$ cat config.mk
export PLATFORM = sky130hd
export DESIGN_NAME = mem_port_arbiter_flat
export DESIGN_NICKNAME = d
export VERILOG_FILES = /design/src/rtl/mem_port_arbiter_if.sv /design/src/rtl/mem_port_arbiter.sv /design/src/flat_wrapper.sv
export SDC_FILE = /design/constraint.sdc
export NUM_CORES = 1
export LEC_CHECK = 0
export CORE_ASPECT_RATIO = 2
export CORE_MARGIN = 3
export CORE_UTILIZATION = 40
export DETAILED_ROUTE_END_ITERATION = 12
export GPL_TIMING_DRIVEN = 0
export PLACE_DENSITY = 0.8
export REMOVE_ABC_BUFFERS = 1
export SLEW_MARGIN = 20
export SYNTH_ARGS = -nofsm -noshare
export SYNTH_HDL_FRONTEND = slang
export SYNTH_SLANG_ARGS = --single-unit
$ cat constraint.sdc
create_clock -name clk -period 2.2 [get_ports clk]
set_clock_uncertainty 0.1 [all_clocks]
set_input_delay 0.22 -clock clk [delete_from_list [all_inputs] [get_ports clk]]
set_output_delay 0.22 -clock clk [all_outputs]
set_load 0.01 [all_outputs]
$ cat src/rtl/mem_port_arbiter_if.sv
// Bundle of the core, loader and memory handshake/bus signals around mem_port_arbiter.
// slave: the arbiter's view; master: the requesters' and memory's view.
interface mem_port_arbiter_if #(
   parameter int unsigned ADDR_W = 32,
   parameter int unsigned DATA_W = 32
);
   logic              core_req;
   logic              core_we;
   logic [ADDR_W-1:0] core_addr;
   logic [DATA_W-1:0] core_wdata;
   logic [DATA_W-1:0] core_rdata;
   logic              core_ready;

   logic              ld_req;
   logic              ld_we;
   logic [ADDR_W-1:0] ld_addr;
   logic [DATA_W-1:0] ld_wdata;
   logic [DATA_W-1:0] ld_rdata;
   logic              ld_ready;

   logic              mem_req;
   logic              mem_we;
   logic [ADDR_W-1:0] mem_addr;
   logic [DATA_W-1:0] mem_wdata;
   logic [DATA_W-1:0] mem_rdata;
   logic              mem_ready;

   logic              grant_ld;
   logic              err;

   modport slave (
      input  core_req, core_we, core_addr, core_wdata,
      output core_rdata, core_ready,
      input  ld_req, ld_we, ld_addr, ld_wdata,
      output ld_rdata, ld_ready,
      output mem_req, mem_we, mem_addr, mem_wdata,
      input  mem_rdata, mem_ready,
      output grant_ld, err
   );

   modport master (
      output core_req, core_we, core_addr, core_wdata,
      input  core_rdata, core_ready,
      output ld_req, ld_we, ld_addr, ld_wdata,
      input  ld_rdata, ld_ready,
      input  mem_req, mem_we, mem_addr, mem_wdata,
      output mem_rdata, mem_ready,
      input  grant_ld, err
   );
endinterface

$ cat src/rtl/mem_port_arbiter.sv
// Arbitrates the unified instruction/data memory between the core and the loader/debug port.
// Optional `define ARB_TIMEOUT_EN adds a mem_ready watchdog that aborts a stalled access with err.
module mem_port_arbiter #(
   parameter int unsigned ADDR_W         = 32,
   parameter int unsigned DATA_W         = 32,
   parameter int unsigned MAX_LD_STREAK  = 4,
   parameter int unsigned TIMEOUT_CYCLES = 255
) (
   input logic               clk,
   input logic               rst_n,
   mem_port_arbiter_if.slave bus
);
   localparam int unsigned   SW         = $clog2(MAX_LD_STREAK + 1);
   localparam logic [SW-1:0] STREAK_MAX = SW'(MAX_LD_STREAK);

   typedef enum logic [1:0] {IDLE, BUSY_CORE, BUSY_LD, DONE} state_t;

   state_t            state;
   state_t            state_nxt;
   logic              owner_ld;
   logic              we_q;
   logic [ADDR_W-1:0] addr_q;
   logic [DATA_W-1:0] wdata_q;
   logic [DATA_W-1:0] core_rdata_q;
   logic [DATA_W-1:0] ld_rdata_q;
   logic [SW-1:0]     ld_streak;
   logic              pick_ld;
   logic              pick_core;
   logic              busy;
   logic              mem_done;
   logic              timeout_hit;

   // Loader only loses a contested cycle once it has used up its streak.
   assign pick_ld   = bus.ld_req && (!bus.core_req || (ld_streak < STREAK_MAX));
   assign pick_core = bus.core_req && !pick_ld;
   assign busy      = (state == BUSY_CORE) || (state == BUSY_LD);
   assign mem_done  = busy && bus.mem_ready;

   assign bus.mem_we     = we_q;
   assign bus.mem_addr   = addr_q;
   assign bus.mem_wdata  = wdata_q;
   assign bus.core_rdata = core_rdata_q;
   assign bus.ld_rdata   = ld_rdata_q;

`ifdef ARB_TIMEOUT_EN
   localparam int unsigned TW = $clog2(TIMEOUT_CYCLES + 1);

   logic [TW-1:0] to_cnt;
   logic          err_flag;

   // Fires on the last tolerated BUSY cycle so mem_req is high for exactly TIMEOUT_CYCLES cycles.
   assign timeout_hit = busy && !bus.mem_ready && (to_cnt == TW'(TIMEOUT_CYCLES - 1));

   always_ff @(posedge clk or negedge rst_n) begin
      if (!rst_n) begin
         to_cnt   <= '0;
         err_flag <= 1'b0;
      end else if (state == IDLE) begin
         to_cnt   <= '0;
         err_flag <= 1'b0;
      end else if (busy && !bus.mem_ready) begin
         to_cnt <= to_cnt + 1'b1;
         if (timeout_hit) err_flag <= 1'b1;
      end
   end
`else
   assign timeout_hit = 1'b0;
`endif

   always_ff @(posedge clk or negedge rst_n) begin
      if (!rst_n) state <= IDLE;
      else        state <= state_nxt;
   end

   always_comb begin
      state_nxt = state;
      case (state)
         IDLE: begin
            if (pick_ld)        state_nxt = BUSY_LD;
            else if (pick_core) state_nxt = BUSY_CORE;
         end
         BUSY_CORE, BUSY_LD: begin
            if (mem_done || timeout_hit) state_nxt = DONE;
         end
         default: state_nxt = IDLE;
      endcase
   end

   always_comb begin
      bus.mem_req    = 1'b0;
      bus.grant_ld   = 1'b0;
      bus.core_ready = 1'b0;
      bus.ld_ready   = 1'b0;
      bus.err        = 1'b0;
      case (state)
         BUSY_CORE: bus.mem_req = 1'b1;
         BUSY_LD: begin
            bus.mem_req  = 1'b1;
            bus.grant_ld = 1'b1;
         end
         DONE: begin
            bus.core_ready = !owner_ld;
            bus.ld_ready   = owner_ld;
`ifdef ARB_TIMEOUT_EN
            bus.err        = err_flag;
`endif
         end
         default: ;
      endcase
   end

   always_ff @(posedge clk or negedge rst_n) begin
      if (!rst_n) begin
         owner_ld     <= 1'b0;
         we_q         <= 1'b0;
         addr_q       <= '0;
         wdata_q      <= '0;
         core_rdata_q <= '0;
         ld_rdata_q   <= '0;
         ld_streak    <= '0;
      end else begin
         case (state)
            IDLE: begin
               if (pick_ld) begin
                  owner_ld <= 1'b1;
                  we_q     <= bus.ld_we;
                  addr_q   <= bus.ld_addr;
                  wdata_q  <= bus.ld_wdata;
               end else if (pick_core) begin
                  owner_ld <= 1'b0;
                  we_q     <= bus.core_we;
                  addr_q   <= bus.core_addr;
                  wdata_q  <= bus.core_wdata;
               end
               if (pick_core || !bus.core_req)         ld_streak <= '0;
               else if (pick_ld && ld_streak < STREAK_MAX) ld_streak <= ld_streak + 1'b1;
            end
            BUSY_CORE, BUSY_LD: begin
               if (mem_done) begin
                  if (!we_q) begin
                     if (owner_ld) ld_rdata_q   <= bus.mem_rdata;
                     else          core_rdata_q <= bus.mem_rdata;
                  end
               end else if (timeout_hit) begin
                  if (owner_ld) ld_rdata_q   <= '0;
                  else          core_rdata_q <= '0;
               end
            end
            default: ;
         endcase
      end
   end
endmodule

$ cat src/flat_wrapper.sv
// flat-port wrapper written by rule: the top's interface ports become plain ports
module mem_port_arbiter_flat 
#(
   parameter int unsigned ADDR_W         = 32,
   parameter int unsigned DATA_W         = 32,
   parameter int unsigned MAX_LD_STREAK  = 4,
   parameter int unsigned TIMEOUT_CYCLES = 255
)
  (clk, rst_n, bus_core_req, bus_core_we, bus_core_addr, bus_core_wdata, bus_core_rdata, bus_core_ready, bus_ld_req, bus_ld_we, bus_ld_addr, bus_ld_wdata, bus_ld_rdata, bus_ld_ready, bus_mem_req, bus_mem_we, bus_mem_addr, bus_mem_wdata, bus_mem_rdata, bus_mem_ready, bus_grant_ld, bus_err);
  mem_port_arbiter_if #(.ADDR_W(ADDR_W), .DATA_W(DATA_W)) bus_i ();
  input logic clk;
  input logic rst_n;
  input wire logic [$bits(bus_i.core_req)-1:0] bus_core_req;
  input wire logic [$bits(bus_i.core_we)-1:0] bus_core_we;
  input wire logic [$bits(bus_i.core_addr)-1:0] bus_core_addr;
  input wire logic [$bits(bus_i.core_wdata)-1:0] bus_core_wdata;
  output wire logic [$bits(bus_i.core_rdata)-1:0] bus_core_rdata;
  output wire logic [$bits(bus_i.core_ready)-1:0] bus_core_ready;
  input wire logic [$bits(bus_i.ld_req)-1:0] bus_ld_req;
  input wire logic [$bits(bus_i.ld_we)-1:0] bus_ld_we;
  input wire logic [$bits(bus_i.ld_addr)-1:0] bus_ld_addr;
  input wire logic [$bits(bus_i.ld_wdata)-1:0] bus_ld_wdata;
  output wire logic [$bits(bus_i.ld_rdata)-1:0] bus_ld_rdata;
  output wire logic [$bits(bus_i.ld_ready)-1:0] bus_ld_ready;
  output wire logic [$bits(bus_i.mem_req)-1:0] bus_mem_req;
  output wire logic [$bits(bus_i.mem_we)-1:0] bus_mem_we;
  output wire logic [$bits(bus_i.mem_addr)-1:0] bus_mem_addr;
  output wire logic [$bits(bus_i.mem_wdata)-1:0] bus_mem_wdata;
  input wire logic [$bits(bus_i.mem_rdata)-1:0] bus_mem_rdata;
  input wire logic [$bits(bus_i.mem_ready)-1:0] bus_mem_ready;
  output wire logic [$bits(bus_i.grant_ld)-1:0] bus_grant_ld;
  output wire logic [$bits(bus_i.err)-1:0] bus_err;
  assign bus_i.core_req = bus_core_req;
  assign bus_i.core_we = bus_core_we;
  assign bus_i.core_addr = bus_core_addr;
  assign bus_i.core_wdata = bus_core_wdata;
  assign bus_core_rdata = bus_i.core_rdata;
  assign bus_core_ready = bus_i.core_ready;
  assign bus_i.ld_req = bus_ld_req;
  assign bus_i.ld_we = bus_ld_we;
  assign bus_i.ld_addr = bus_ld_addr;
  assign bus_i.ld_wdata = bus_ld_wdata;
  assign bus_ld_rdata = bus_i.ld_rdata;
  assign bus_ld_ready = bus_i.ld_ready;
  assign bus_mem_req = bus_i.mem_req;
  assign bus_mem_we = bus_i.mem_we;
  assign bus_mem_addr = bus_i.mem_addr;
  assign bus_mem_wdata = bus_i.mem_wdata;
  assign bus_i.mem_rdata = bus_mem_rdata;
  assign bus_i.mem_ready = bus_mem_ready;
  assign bus_grant_ld = bus_i.grant_ld;
  assign bus_err = bus_i.err;
  mem_port_arbiter #(.ADDR_W(ADDR_W), .DATA_W(DATA_W), .MAX_LD_STREAK(MAX_LD_STREAK), .TIMEOUT_CYCLES(TIMEOUT_CYCLES)) u_core (.clk(clk), .rst_n(rst_n), .bus(bus_i));
endmodule
Word level (Yosys, flattened, before mapping)
Cells that the tools add are included.
{ "op_classes": {"n_reduce_logical": 19, "eq_ne": 5, "magnitude_cmp": 1, "bitwise": 2, "add_sub_neg": 1, "mux": 18} }
{ "ops": {"columns": ["operator", "n"], "rows": [
  ["$mux 32", 4],
  ["$mux 1", 8],
  ["$reduce_and 4->1", 2],
  ["$mux 2", 3],
  ["$mux 3", 2],
  ["$reduce_and 2->1", 3],
  ["$eq 2x2->1 const B", 2],
  ["$logic_and 1x1->1", 4],
  ["$pmux 2 s2", 1],
  ["$reduce_bool 2->1", 2],
  ["$add 3x1->3 const B", 1],
  ["$logic_not 1->1", 3],
  ["$logic_or 1x1->1", 3],
  ["$lt 3x3->1 const B", 1],
  ["$ne 3x1->1 const B", 1],
  ["$eq 2x1->1 const B", 1],
  ["$logic_not 2->1", 1],
  ["$ne 2x1->1 const B", 1],
  ["$not 1->1", 2],
  ["$reduce_or 2->1", 1]
]} }
{ "word_totals": {"register_bits": 135, "elab_cells": 54, "input_bits": 167} }

Depth between registers and ports, before layout
{ "logic_depth": {"ltp_word": 8, "ltp_mapped": 7, "mapped_depth_nobuf": 5} }

Least setup slack after synthesis
Ideal clock, no wire load.
{ "synth_timing": {"kind": "reg2reg", "start": "reg u_core.state[1]", "end": "reg u_core.core_rdata_q[0], in the netlist u_core.bus.core_rdata[0]", "t_required_ns": 1.973, "path_stages_with_launch": 7, "path_slack_ns": 0.314, "arrival_time_ns": 1.658, "period_less_slack_ns": 1.886, "cell_sequence": "dfrtp_1 > inv_1 > ha_1 > nor4bb_1 > buf_4 > buf_12 > mux2_1"} }
{ "synth_via": {"elab_chain_len": 4, "word_cells_on_any_way": 6, "cone_classes": "eq/ne: 2; reduce/logical: 4"} }
{ "synth_lines": {"columns": ["item", "line_no", "source"], "rows": [
  ["start, declared", "mem_port_arbiter.sv:18", "state_t state;"],
  ["start signal, assigned", "mem_port_arbiter.sv:72", "else state <= state_nxt;"],
  ["$eq 2x1->1 or $eq 2x2->1 (tied branches)", "mem_port_arbiter.sv:36, mem_port_arbiter.sv:122", null],
  ["$logic_or 1x1->1", "mem_port_arbiter.sv:36", "assign busy = (state == BUSY_CORE) || (state == BUSY_LD);"],
  ["$logic_and 1x1->1", "mem_port_arbiter.sv:37", "assign mem_done = busy && bus.mem_ready;"],
  ["$reduce_and 4->1 (no line) (*)", null, null],
  ["end signal, assigned", "mem_port_arbiter.sv:142", "else core_rdata_q <= bus.mem_rdata;"],
  ["end, declared", "mem_port_arbiter.sv:24", "logic [DATA_W-1:0] core_rdata_q;"]
]} }
Every way passes the cells marked *; elsewhere a longest branch is shown, timed or not.
A chain may end at the register's enable or synchronous reset.

Worst setup path in the final report
{ "layout_timing": {"start": "reg u_core.state[0]", "end": "reg u_core.core_rdata_q[19], in the netlist u_core.bus.core_rdata[19]"} }
Same word-level chain as after synthesis.

==> impl_results.md <==
- Mapped cell area: 5739 um^2
- DRC violations left: 0
- CP required: 2380 ps
- Diode count: 0
- DP Cell Count: 992
- Largest net degree at the start of global routing: 77
- Vias in the first global route: 5554
- Top achievable clock speed: 481.4 MHz
- Ys Warns: 0
- CP startpoint kind: flop
- Area after DPL: 8977 um^2
- Antenna Violating Nets Remaining: 0
- Reg2Reg Depth: 5
- Routed wire per std cell: 17.88 um
- Tot GR Track Use: 23.07%
- Initial antenna violation count: 0
- Clock Sinks: 135
- Height of the die: 175.4 um
- Synth cell types: 30
- Core Footprint: 13970 um^2
- TritonCTS clock tree: done
- Final WL: 18.34 mm
- Worst Tran Pin Value: 807.2 ps
- Global route overflow: 0
- Finish-stage setup viols: 0
- Register-to-Register Setup Slack: 120 ps
- Vias/cell: 5.106
- Via count: 5239
- Initial drt markers: 239
- Register area: 3378 um^2
- Relative slew slack: 46.18%
- Pwr/cell area: 1410 nW/um^2
- Filler cell count: 1048
- Final Hold Fails: 0
- Layout cells sized above 1: 9.916%
- GPL Wtd Cong: 0.8284
- CP startpoint: u_core.state[0]
- Htree depth: 4
- Crit. End Element: flop
- Final Hold Slack: 245.2 ps
- Worst r2r src: u_core.state[0]
- First-pass GRT wire length: 28.95 mm
- Max Fanout on Critical Path: 22
- RSZ-0062 raised after global routing: false
- DPL Wire Length: 13.90 mm
- DIE WIDTH: 90.70 um
- Seq cells post-synth: 135
- Finished Layout Cells: 1026
- Max-cap viol count: 0
- CTS Buf Count: 17
- Syn_area_per_cell: 10.83 um^2
- Crit path kind: reg2reg
- Run status: completed
- Most common cell after layout, fill and taps aside: clkdlybuf4s50_1
- Starting Density: 41.09%
- Design Area, Final: 9579 um^2
- Static leakage: 4.033 nW
- Maximum buffer depth of the clock tree: 2
- Post-layout nets: 996
- Fin crit period: 2077 ps
- Area grow syn2layout: 66.91%
- Multi-input gate area: 2140 um^2
- Total I/O pin count: 301
- Worst slack, placed: -485.3 ps
- Final WS setup: 122.8 ps
- IO Port Bufs: 299
- Die Area: 15910 um^2
- Setup TNS: 0 ps
- Register area share after synthesis: 58.86%
- Final Slew Violations: 0
- Peak supply drop: 628.3 uV
- Final period util: 94.42%
- Worst Hold Class: in2async
- Syn Inst Count: 530
- Worst Path Arrival: 2260 ps
- Commonest non-fill, non-tap cells in the layout: clkdlybuf4s50_1, dfrtp_1, a21oi_1
- CTS root buf: clkbuf_16
- DRT Pass-1 Iters: 5
- Clk slew on worst S/H paths: 60 ps
- Clk Latency, worst-skew pair: 400 ps
- Row count: 61
- R2r endpoint: u_core.bus.core_rdata[19]
## routing by layer
metal	up-vias	GRT usage [%]	part of all wire [%]
met1	2514	23.91	34
met4	0	12.40	5.3
met3	61	6.901	7.4
met2	275	41.25	53
met5	-	0	0
li1	2389	-	-
## stage by stage
stage / total power (W) / utilization [%]
after floorplan: 0.006975 / -
after global placement: 0.01040 / 62.42
after detailed placement: 0.01079 / 64.27
after CTS: 0.01365 / 68.58
after global routing: 0.01428 / 68.58
final: 0.01350 / 68.58
## how the worst max path moves through the flow
stage | slack [ps] | cells past startpoint | endpoint
after floorplan | -2570 | 4 | u_core.bus.core_rdata[5]
after global placement | -4370 | 1 | u_core.bus.mem_addr[21]
after detailed placement | -490 | 6 | u_core.bus.core_rdata[19]
after CTS | 110 | 5 | u_core.bus.core_rdata[19]
after global routing | 30 | 5 | u_core.bus.core_rdata[13]
final | 120 | 5 | u_core.bus.core_rdata[19]
## synthesized netlist by cell type
library cell	count	area, um^2
clkbuf_1	5	18.77
inv_1	5	18.77
a21bo_2	1	10.01
nand3_1	3	15.01
nand3b_1	1	7.510
o21a_1	1	7.510
conb_1	1	3.750
a22o_1	1	8.760
nand2b_1	1	6.260
or3b_2	1	8.760
ha_1	5	62.56
o21ai_1	1	5.000
nor2_1	65	244.0
nor2b_1	1	6.260
nor4bb_1	1	10.01
buf_2	20	100.1
mux2_1	30	337.8
mux2_2	34	382.9
a21oi_1	132	660.6
buf_12	3	60.06
o21ai_0	3	15.01
and2_1	1	6.260
nand2_1	66	247.7
o2bb2ai_1	2	17.52
buf_4	5	37.54
dfrtp_1	135	3378
a21boi_2	1	11.26
buf_6	3	33.78
nand4b_1	1	8.760
and3b_1	1	8.760
## registers in the layout, indices dropped and copies added (netlist names)
signal / count
u_core.bus.core_rdata: 32
u_core.bus.ld_rdata: 32
u_core.bus.mem_addr: 32
u_core.bus.mem_wdata: 32
u_core.bus.mem_we: 1
u_core.ld_streak: 3
u_core.owner_ld: 1
u_core.state: 2
## repair_timing
item | in CTS | in global routing
resized for setup | 1 | 0
hold buffers | 1 | 0
endpoints found under the setup margin | 45 | 0
hold endpoints to repair | 59 | 0
setup buffers | 2 | 0
## final cells by class
| class | instances | area share (%) |
|---|---|---|
| sequential | 135 | 35.27 |
| clock buffer | 19 | 4.624 |
| timing repair buffer | 311 | 33.62 |
| multi-input combinational | 354 | 22.34 |
| clock inverter | 13 | 1.489 |
| inverter | 5 | 0.1959 |
| tap | 189 | 2.469 |
## kinds of logic after synthesis
group / after synthesis / synth area share (%)
AOI/OAI and AO/OA: 142 / 12.82
adders and majority gates: 5 / 1.090
buffers and inverters: 41 / 4.687
DFF: 135 / 58.86
muxes: 64 / 12.56
other: 1 / 0.06534
and+or+nand+nor: 142 / 9.920
## where the power goes
group	internal, W	total [W]	switching, W	leakage (nW)
combinational	0.00353	0.00628	0.00274	2.17
clock	0.00171	0.00281	0.00109	0.285
sequential	0.00374	0.00442	0.000682	1.58
## critical path, cell delays in order, from the launching register on
cell,delay [ps]
dfrtp_1,380
inv_1,90
ha_1,390
nor4bb_4,320
buf_6,290
mux2_1,360
No activity file was read; power rests on OpenSTA's default activity.
